<file path="config.mk">
export PLATFORM = sky130hd
export DESIGN_NAME = echo_delay_sequencer
export DESIGN_NICKNAME = d
export VERILOG_FILES = /design/src/rtl/echo_delay_sequencer.sv
export SDC_FILE = /design/constraint.sdc
export NUM_CORES = 1
export LEC_CHECK = 0
export ABC_CLOCK_PERIOD_IN_PS = 8600
export CAP_MARGIN = 20
export CORE_MARGIN = 3
export CORE_UTILIZATION = 58
export CTS_CLUSTER_SIZE = 30
export DETAILED_ROUTE_END_ITERATION = 8
export PLACE_DENSITY = 0.83
export SYNTH_ARGS = -nofsm -noshare
export SYNTH_HDL_FRONTEND = slang
export SYNTH_SLANG_ARGS = --single-unit
</file>
<file path="constraint.sdc">
create_clock -name CLK -period 8.6 [get_ports CLK]
set_input_delay 0.86 -clock CLK [delete_from_list [all_inputs] [get_ports CLK]]
set_output_delay 0.86 -clock CLK [all_outputs]
set_load 0.005 [all_outputs]
</file>
<file path="src/rtl/echo_delay_sequencer.sv">
// Echo delay-line sequencer: per sample, read the delayed tap, write the new sample, mix.
// Build option ECHO_FEEDBACK_EN writes the mixed output back into the line (regenerating echo).
module echo_delay_sequencer #(
  parameter int DATA_W    = 16,
  parameter int ADDR_W    = 16,
  parameter int RAMP_STEP = 64
) (
  input  logic              CLK,
  input  logic              rst_n,
  input  logic [DATA_W-1:0] sample_in,
  input  logic              sample_valid,
  input  logic [31:0]       delay_time,
  input  logic [31:0]       delay_volume,
  input  logic              disabled,
  output logic              mem_req,
  output logic              mem_we,
  output logic [ADDR_W-1:0] mem_addr,
  output logic [DATA_W-1:0] mem_wdata,
  input  logic [DATA_W-1:0] mem_rdata,
  input  logic              mem_ack,
  output logic [DATA_W-1:0] sample_out,
  output logic              sample_out_valid,
  output logic              busy,
  output logic              overrun
);

  typedef enum logic [1:0] {IDLE, RD, WR, MIX} state_t;

  localparam int PW = DATA_W + 9;
  localparam logic [ADDR_W-1:0]       MAX_DELAY = '1;
  localparam logic [ADDR_W-1:0]       STEP      = ADDR_W'(RAMP_STEP);
  localparam logic signed [DATA_W+1:0] SAT_HI   = {3'b000, {(DATA_W-1){1'b1}}};
  localparam logic signed [DATA_W+1:0] SAT_LO   = {3'b111, {(DATA_W-1){1'b0}}};

  state_t state, state_nxt;

  logic [ADDR_W-1:0]        wr_ptr, cur_delay, tgt, ramp_delay;
  logic signed [DATA_W-1:0] in_r, tap_r, mix;
  logic [7:0]               vol, vol_r;
  logic                     dis_r;
  logic signed [PW-1:0]     prod;
  logic signed [DATA_W+1:0] echo, sum;

  assign busy = (state != IDLE);

  // Target is clamped to the line length; the effective delay slews toward it without overshoot.
  always_comb begin
    tgt = (delay_time > 32'(MAX_DELAY)) ? MAX_DELAY : delay_time[ADDR_W-1:0];
    if (tgt > cur_delay)
      ramp_delay = (tgt - cur_delay > STEP) ? cur_delay + STEP : tgt;
    else
      ramp_delay = (cur_delay - tgt > STEP) ? cur_delay - STEP : tgt;
    vol = (delay_volume > 32'd128) ? 8'd128 : delay_volume[7:0];
  end

  always_comb begin
    prod = tap_r * $signed({1'b0, vol_r});
    echo = $signed(prod[PW-1:7]);
    sum  = $signed({{2{in_r[DATA_W-1]}}, in_r}) + echo;
    if (sum > SAT_HI)
      mix = SAT_HI[DATA_W-1:0];
    else if (sum < SAT_LO)
      mix = SAT_LO[DATA_W-1:0];
    else
      mix = sum[DATA_W-1:0];
  end

  always_ff @(posedge CLK or negedge rst_n) begin
    if (!rst_n) state <= IDLE;
    else        state <= state_nxt;
  end

  always_comb begin
    state_nxt = state;
    mem_req   = 1'b0;
    mem_we    = 1'b0;
    mem_addr  = '0;
    mem_wdata = '0;
    case (state)
      IDLE: begin
        // The read is skipped on the pre-ramp delay, matching the address the line had last sample.
        if (sample_valid)
          state_nxt = (cur_delay == '0 || disabled) ? WR : RD;
      end
      RD: begin
        mem_req  = 1'b1;
        mem_addr = wr_ptr - cur_delay;
        if (mem_ack) state_nxt = WR;
      end
      WR: begin
        mem_req  = 1'b1;
        mem_we   = 1'b1;
        mem_addr = wr_ptr;
`ifdef ECHO_FEEDBACK_EN
        mem_wdata = dis_r ? in_r : mix;
`else
        mem_wdata = in_r;
`endif
        if (mem_ack) state_nxt = MIX;
      end
      MIX: state_nxt = IDLE;
      default: state_nxt = IDLE;
    endcase
  end

  always_ff @(posedge CLK or negedge rst_n) begin
    if (!rst_n) begin
      wr_ptr           <= '0;
      cur_delay        <= '0;
      in_r             <= '0;
      tap_r            <= '0;
      vol_r            <= '0;
      dis_r            <= 1'b0;
      sample_out       <= '0;
      sample_out_valid <= 1'b0;
      overrun          <= 1'b0;
    end else begin
      sample_out_valid <= 1'b0;
      if (state == IDLE && sample_valid) begin
        in_r      <= sample_in;
        dis_r     <= disabled;
        vol_r     <= vol;
        cur_delay <= ramp_delay;
        tap_r     <= '0;
      end
      if (state != IDLE && sample_valid) overrun <= 1'b1;
      if (state == RD && mem_ack) tap_r <= mem_rdata;
      if (state == WR && mem_ack) wr_ptr <= wr_ptr + 1'b1;
      if (state == MIX) begin
        sample_out       <= dis_r ? in_r : mix;
        sample_out_valid <= 1'b1;
      end
    end
  end

endmodule

</file>
# [Word-level counts from Yosys, hierarchy flattened]
# Index checks and enable logic that the tools add are counted.
[word_totals] ff_bits=93 latchBits=0 ramBits=0 rom_bits=0 inputBits=101 output_inout_bits=53 wordCells=62 n_memories=0
[classes] add_sub_neg=7 multipliers=1 n_div=0 order_cmp=7 eq_ne=6 n_shift=0 muxes=20 bitwise=0 reduce_logical=11
[op_table] operator="two-way mux 16 bit" count=10
[op_table] operator="subtractor 16 bit" count=3
[op_table] operator="greater-than comparator 16 x 7 -> 1 bit (second input constant)" count=2
[op_table] operator="greater-than comparator 32 x 16 -> 1 bit (second input constant)" count=1
[op_table] operator="greater-than comparator 32 x 8 -> 1 bit (second input constant)" count=1
[op_table] operator="case mux 16 bit (2 select lines)" count=1
[op_table] operator="multiplier 16 x 9 -> 25 bit" count=1
[op_table] operator="adder 16 x 18 -> 18 bit" count=1
[op_table] operator="greater-than comparator 18 x 16 -> 1 bit (second input constant)" count=1
[op_table] operator="less-than comparator 18 x 16 -> 1 bit (second input constant)" count=1
[op_table] operator="adder 16 x 1 -> 16 bit (second input constant)" count=1
[op_table] operator="adder 16 x 7 -> 16 bit (second input constant)" count=1
[op_table] operator="greater-than comparator 16 bit" count=1
[op_table] operator="zero test 16 bit" count=1
[op_table] operator="subtractor 16 x 7 -> 16 bit (second input constant)" count=1
[op_table] operator="two-way mux 2 bit" count=4
[op_table] operator="two-way mux 8 bit" count=1
[op_table] operator="case mux 2 bit (4 select lines)" count=1
[op_table] operator="inequality test 2 bit (second input constant)" count=3
[op_table] operator="equality test 2 bit (second input constant)" count=2
[op_table] operator="logical AND 1 bit" count=4
[op_table] operator="nonzero test 2 bit" count=2
[op_table] operator="two-way mux 1 bit" count=3
[op_table] operator="AND reduction 3 bit" count=1
[op_table] operator="other kinds (4)" count=4

# [Depth between registers and ports, before layout]
# Gate-level depths: netlist of the first run.
[depth] word_depth=6 ltp_mapped=32 ltp_nobuf=30

# [Least setup slack after synthesis of the first run]
# Ideal clock, no wire load.
[synth_path] path_kind="flip-flop to flip-flop" from="register vol_r[2]" to="register sample_out[11]" setup_time_ns=0.142 arrival_ns=6.507 required_time_ns=8.458 setup_slack_ns=1.951 stages_incl_launch_ff=33 n_path_buf=3 synth_period_minus_slack_ns=6.649 path_cell_list="dfrtp_1 -> clkbuf_1 -> clkbuf_1 -> nand2_1 -> fa_1 -> inv_1 -> fa_1 -> inv_1 -> fa_1 -> inv_1 -> fa_1 -> ha_1 -> o21a_1 -> o2111ai_1 -> o211ai_1 -> o2bb2ai_1 -> o21ai_1 -> nor2b_1 -> inv_1 -> a21oi_1 -> xnor2_1 -> ha_1 -> a21o_1 -> a21o_1 -> a21oi_1 -> o21ai_0 -> a211oi_1 -> xnor2_1 -> nor2_1 -> nor2_1 -> nor2_2 -> buf_4 -> o221ai_1"
[synth_via] elab_chain_len=6 elab_cells_between_ends=7 cone_classes="add/sub (1); mul (1); order compare (2); mux (3)"
[synth_rtl] item="start, declared" line_no="39" rtl="logic [7:0] vol, vol_r;"
[synth_rtl] item="start signal, assigned" line_no="122" rtl="vol_r <= vol;"
[synth_rtl] item="multiplier 16 x 9 -> 25 bit (*)" line_no="57" rtl="prod = tap_r * $signed({1'b0, vol_r});"
[synth_rtl] item="adder 16 x 18 -> 18 bit (*)" line_no="59" rtl="sum = $signed({{2{in_r[DATA_W-1]}}, in_r}) + echo;"
[synth_rtl] item="less-than comparator 18 x 16 -> 1 bit" line_no="62" rtl="else if (sum < SAT_LO)"
[synth_rtl] item="two-way mux 16 bit" line_no="62"
[synth_rtl] item="two-way mux 16 bit (*)" line_no="60" rtl="if (sum > SAT_HI)"
[synth_rtl] item="two-way mux 16 bit (*)" line_no="130" rtl="sample_out <= dis_r ? in_r : mix;"
[synth_rtl] item="end signal, assigned" line_no="130"
[synth_rtl] item="end, declared" line_no="21" rtl="output logic [DATA_W-1:0] sample_out,"
# Every way passes the cells marked *; elsewhere a longest branch is shown, timed or not.
# A chain may end at the register's enable or synchronous reset.

# [Worst setup path in the final report of the first run]
[layout_path] from="register vol_r[2]" to="register sample_out[1]"
# The elaborated chain is that of the path after synthesis.

==> results of run 1 <==
cell families (layout without fill, tap and decap cells):
logic type                 count (synthesis)  count (layout)  synth area share (%)
buffers and inverters                    268             380                 8.400
AOI/OAI and AO/OA                        306             306                 17.45
xor gates and xnor gates                  67              67                 4.746
muxes                                      4               4                0.3441
DFF                                       93              93                 18.82
adders and majority gates                222             222                 28.78
and+or+nand+nor                          521             521                 21.46
flip-flops by register name (all words and copies together), names as in the netlist:
register / flops
cur_delay: 16
in_r: 16
sample_out: 16
tap_r: 16
wr_ptr: 16
vol_r: 8
state: 2
dis_r: 1
overrun: 1
sample_out_valid: 1
Yosys cell counts, drive strengths merged (5+ instances only):
master,instances
fa,104
o211ai,5
or3,8
a31oi,10
a22oi,14
o2111ai,5
o21a,18
and4,5
a221oi,5
nand2b,15
nand4,20
nor3,28
nand2,175
clkbuf,50
o221ai,14
xnor2,54
dfrtp,93
a211oi,9
buf,14
nor2,70
a21o,21
ha,118
o21bai,5
nand3b,5
a21oi,52
o2bb2ai,7
xor2,13
o21ai,66
nor2b,31
o22ai,7
and3,8
a22o,23
nand3,29
inv,204
and2,91
or2,8
nor4,16
worst max-delay path by stage:
stage | slack (ns) | end
2_1_floorplan | 1.95 | sample_out[11]
3_3_place_gp | 1.50 | sample_out[1]
3_5_place_dp | 1.28 | sample_out[3]
4_1_cts | 1.27 | sample_out[3]
5_1_grt | 0.67 | sample_out[0]
6_report | 1.22 | sample_out[1]
area by class of cell:
cell class / instances / share of cell area, %
clock buffers: 10 / 1.664
clock inverters: 6 / 0.6361
inverters: 204 / 5.332
multi-input cells: 1120 / 62.66
flip-flops and latches: 93 / 16.21
well taps: 270 / 2.353
repair buffers: 160 / 11.15
critical path, delay by kind of cell (launching register included):
| kind | cells | cell delay (ns) |
|---|---|---|
| compound gates | 12 | 2.14 |
| xor+xnor | 2 | 0.42 |
| fa+ha+maj | 6 | 2.54 |
| buf+inv | 4 | 0.22 |
| flops | 1 | 0.68 |
| simple gates | 5 | 1.19 |
stage by stage:
| stage | util [%] | hold slack, ns | instance area, um2 | total power, W |
|---|---|---|---|---|
| 5_1_grt | 69.85 | 0.3322 | 14360 | 0.003972 |
| 2_1_floorplan | - | 0.4510 | 12360 | 0.002439 |
| 6_report | 69.85 | 0.3297 | 14360 | 0.003651 |
| 3_5_place_dp | 68.07 | 0.4489 | 13990 | 0.003167 |
| 3_3_place_gp | 68.07 | 0.4372 | 13990 | 0.003112 |
| 4_1_cts | 69.68 | 0.3300 | 14330 | 0.003642 |
routing by layer:
layer	track usage, %	share of wire [%]	vias to the layer above
li1	-	-	5230
met5	0	0	-
met4	10.19	3.4	0
met2	52.69	53	358
met3	2.986	4.0	77
met1	32.78	39	5319
where the power goes:
part	switching, W	internal [W]
clock network	0.000190	0.000265
registers	0.000264	0.000601
logic	0.00128	0.00105
total	0.00173	0.00192
==> results by group, run 1 <==
Synth
  • Synth top area cells: dfrtp_1, fa_1, ha_1, inv_1, nand2_1
  • Share of the synthesized area in the top cell type: 18.82%
  • Number of flops mapped to enable cells by yosys: 0
  • Syn Area/Cell: 8.348 um2
  • Async SR Flop Fraction: 100.0%
  • Yosys warning count: 0
  • Main synth FF type: dfrtp_1
  • Syn Inst Count: 1481
  • Distinct cells, synth: 81
  • Post-Syn Area: 12360 um2
  • Yosys reg bits: 93
  • Largest area contributor in the netlist: dfrtp_1
  • Syn nets: 1804
  • Register area share after synthesis: 18.82%

Min path
  • Hold Path Class: in2async

Timing
  • Final Setup Violations: 0
  • Fin crit share: 85.78%
  • Setup TNS: 0 ns
  • Worst Skew: 0.008784 ns
  • RSZ-0062 raised after global routing: no
  • Slew of the pin with the lowest slew margin: 0.9799 ns
  • Peak Freq: 0.1356 GHz
  • Final setup margin: 1.223 ns
  • Final Hold Fails: 0
  • Relative slew slack: 34.46%
  • Final Max Tran Viols: 0
  • Minimum clock period: 7.377 ns

Global routing
  • Largest net degree at the start of global routing: 81
  • Global route total overflow: 0
  • Total track usage: 27.97%
  • Initial antenna violation count: 0
  • Vias in the first global route: 11090
  • Global-route wire length before repair: 54080 um

Finish
  • Multi-input logic area: 8997 um2
  • Fillers: 1646
  • Register Area: 2327 um2
  • Nets: 1911
  • Most frequent cells in the layout: inv_1, nand2_1, clkdlybuf4s50_1, ha_1, fa_1
  • Layout cells sized above 1: 3.013%
  • Commonest non-fill, non-tap cell in the layout: inv_1
  • Layout area overhead: 16.15%
  • Diode count: 0
  • Fin cells: 1863

Critical path
  • R2R Path Start: vol_r[2]
  • FF-to-FF End: sample_out[1]
  • Critical Path RT: 8.81 ns
  • Crit start category: register
  • Worst Setup SP: vol_r[2]
  • Cells on worst reg2reg path: 29
  • Reg2Reg Setup Slack: 1.22 ns
  • Critical Path Max Stage Delay: 0.68 ns
  • Critical Path AT: 7.58 ns
  • Slowest cell on the critical path: dfrtp_1
  • Worst-path fanout max: 17
  • Setup Crit Path Kind: reg2reg
  • Setup crit end kind: register

Die
  • Initial Util: 60.13%
  • Die Wd: 152 um
  • Die height: 152 um
  • I/O pin total: 154
  • Rows: 52
  • Die area: 23100 um2
  • Core Region: 20560 um2

Placed design
  • Placed Cells incl. Taps: 1845
  • DP HPWL: 25700 um
  • Port bufs: 153
  • GP Congestion: 0.9431
  • Pre-CTS WS: 1.283 ns

Route
  • Antenna viol nets, final: 0
  • Vias/cell: 5.896
  • Violation count after the first detailed-route iteration: 714
  • Routed len/inst: 17.55 um
  • DRC Markers: 0
  • First drt pass iteration count: 6
  • DR vias: 10980
  • Total routed wirelength: 32700 um

CTS
  • Resized Gates After CTS: 0
  • Post-CTS Setup Inserts: 0
  • Worst-path clk slew: 0.07 ns
  • H-Tree Depth: 3
  • CTS Buf Count: 9
  • Clk buf depth: 2
  • CTS tree: yes
  • Hold buffers post-CTS: 0
  • Worst skew pair latency: 0.36 ns
  • Clock root buffer: clkbuf_16
  • Sink Count: 93

Status
  • Status: complete, no violations

Power
  • Peak supply drop: 0.0002086 V
  • Static leakage: 6.891 nW
  • Power per cell area: 254.2 nW/um2

Run
  • Max-cap violation count: 0
(Power assumes the default switching activity.)
==> inputs of run 2 (changes only) <==
Settings changed: CORE_UTILIZATION 58 to 55, CTS_BUF_LIST set to sky130_fd_sc_hd__clkbuf_16, PLACE_DENSITY 0.83 to 0.79.
==> run 2 against run 1 <==
Maximum frequency down 0.64%. Non-clock buffer count unchanged. Total power shrank 0.87%. Worst hold slack improved by 0.032 ns. Wire length shrank 0.88%. Final area shrank 0.16%. Critical endpoint is now sample_out[3].
==> results by group, run 2 (synthesis results as in run 1) <==
Placed design
  • Port bufs: 153 (unchanged)
  • Pre-CTS WS: 1.274 ns (-0.008440 ns)
  • DP HPWL: 25420 um (-1.1%)
  • GP Congestion: 0.9383 (-0.51%)

Timing
  • Worst Skew: 0.01218 ns (+0.003398 ns)
  • Slew of the pin with the lowest slew margin: 0.9631 ns (-0.01682 ns)
  • Final setup margin: 1.175 ns (-0.04741 ns)
  • Peak Freq: 0.1347 GHz (-0.64%)
  • Final Setup Violations: 0 (unchanged)
  • Final Hold Fails: 0 (unchanged)
  • Fin crit share: 86.33% (+0.55 points)
  • Relative slew slack: 35.59% (+1.1 points)
  • Minimum clock period: 7.425 ns (+0.04741 ns)
  • Final Max Tran Viols: 0 (unchanged)
  • RSZ-0062 raised after global routing: no
  • Setup TNS: 0 ns (unchanged)

Die
  • Die Wd: 155.9 um (+2.6%)
  • Core Region: 21960 um2 (+6.8%)
  • Die area: 24310 um2 (+5.2%)
  • Rows: 54 (+3.8%)
  • Die height: 155.9 um (+2.6%)
  • Initial Util: 56.30% (-3.8 points)
  • I/O pin total: 154 (unchanged)

Critical path
  • Setup Crit Path Kind: reg2reg
  • Slowest cell on the critical path: dfrtp_1
  • Crit start category: register
  • Critical Path RT: 8.80 ns (about the same)
  • Setup crit end kind: register
  • Cells on worst reg2reg path: 29 (unchanged)
  • Critical Path Max Stage Delay: 0.71 ns (+0.03 ns)
  • Worst-path fanout max: 17 (unchanged)
  • Critical Path AT: 7.63 ns (+0.05 ns)

Route
  • Violation count after the first detailed-route iteration: 697 (-2.4%)
  • Routed len/inst: 17.31 um (-1.4%)
  • DR vias: 10980 (-0.036%)
  • Vias/cell: 5.865 (-0.52%)
  • First drt pass iteration count: 5 (-1)
  • DRC Markers: 0 (unchanged)
  • Total routed wirelength: 32410 um (-0.88%)
  • Antenna viol nets, final: 0 (unchanged)

Status
  • Status: complete, no violations

CTS
  • Hold buffers post-CTS: 0 (unchanged)
  • Resized Gates After CTS: 0 (unchanged)
  • Worst skew pair latency: 0.36 ns (about the same)
  • Sink Count: 93 (unchanged)
  • Worst-path clk slew: 0.08 ns (about the same)
  • Post-CTS Setup Inserts: 0 (unchanged)
  • Clock root buffer: clkbuf_16
  • Clk buf depth: 2 (unchanged)
  • CTS Buf Count: 9 (unchanged)
  • H-Tree Depth: 3 (unchanged)
  • CTS tree: yes

Finish
  • Layout cells sized above 1: 2.952% (-0.061 points)
  • Most frequent cells in the layout: inv_1, nand2_1, clkdlybuf4s50_1, ha_1, fa_1
  • Commonest non-fill, non-tap cell in the layout: inv_1
  • Diode count: 0 (unchanged)
  • Nets: 1911 (unchanged)
  • Layout area overhead: 15.97%
  • Fillers: 1820 (+11%)
  • Fin util: 65.29% (-4.6 points)

Global routing
  • Initial antenna violation count: 0 (unchanged)
  • Global route total overflow: 0 (unchanged)
  • Vias in the first global route: 11110 (+0.14%)
  • Largest net degree at the start of global routing: 77 (-4.9%)
  • Global-route wire length before repair: 53450 um (-1.2%)
  • Total track usage: 26.75% (-1.2 points)

Power
  • Static leakage: 6.870 nW (-0.30%)
  • Peak supply drop: 0.0001772 V (-15%)
  • Power per cell area: 252.4 nW/um2 (-0.71%)

Min path
  • Hold Path Class: in2async

Run
  • Max-cap violation count: 0 (unchanged)
==> run 2: changes by cell type in the layout (fill, tap and decap cells not counted), sizes merged <==
cell | previous run | this run
clkbuf | 10 | 9
clkinv | 2 | 0
inv | 206 | 208
bufinv | 2 | 1
clkinvlp | 0 | 1
==> run 2: path summary, 6_finish.rpt <==
path                       startpoint             to  slack [ns]
min                             rst_n        in_r[0]        0.36
max in group asynchronous       rst_n     wr_ptr[13]        7.19
max                          vol_r[2]  sample_out[3]        1.18
min in group CLK              overrun        overrun        0.46
min reg2reg                   overrun        overrun        0.46
max reg2reg                  vol_r[2]  sample_out[3]        1.18
==> run 2: final cells by class <==
cell class,count,area [um2],area share [%]
Inverter,204,765.7,5.341
Multi-Input combinational cell,1120,8997,62.75
Clock inverter,6,77.57,0.5411
Timing Repair Buffer,160,1594,11.12
Clock buffer,9,225.2,1.571
Tap cell,280,350.3,2.443
Sequential cell,93,2327,16.23
==> run 2: metal layers <==
metal  GRT usage (%)  routed length (um)
met3           3.051                1317
met4           8.663                 932
met1           31.83               13130
met2           50.12               17030
met5               0                   0
==> run 2: critical path: cells and delay by family, from the launching register on <==
kind,cells,cell delay (ns)
compound gates,12,2.20
xor+xnor,2,0.40
fa+ha+maj,6,2.71
buf+inv,4,0.20
flops,1,0.71
simple gates,5,1.07
==> run 2: where the power goes <==
group	internal, W	total, W	switching [W]
clock network	0.000231	0.000438	0.000207
logic	0.00105	0.00232	0.00126
registers	0.000600	0.000865	0.000265
total	0.00188	0.00362	0.00173
==> run 2: metrics by stage <==
stage	hold WS [ns]	instances	power (W)	instance area, um2
after floorplan	0.4510	1481	0.002439	12360
after global placement	0.4401	1855	0.003112	14010
after detailed placement	0.4436	1855	0.003170	14010
after CTS	0.3623	1870	0.003616	14310
after global routing	0.3678	1872	0.003955	14340
final	0.3614	1872	0.003619	14340
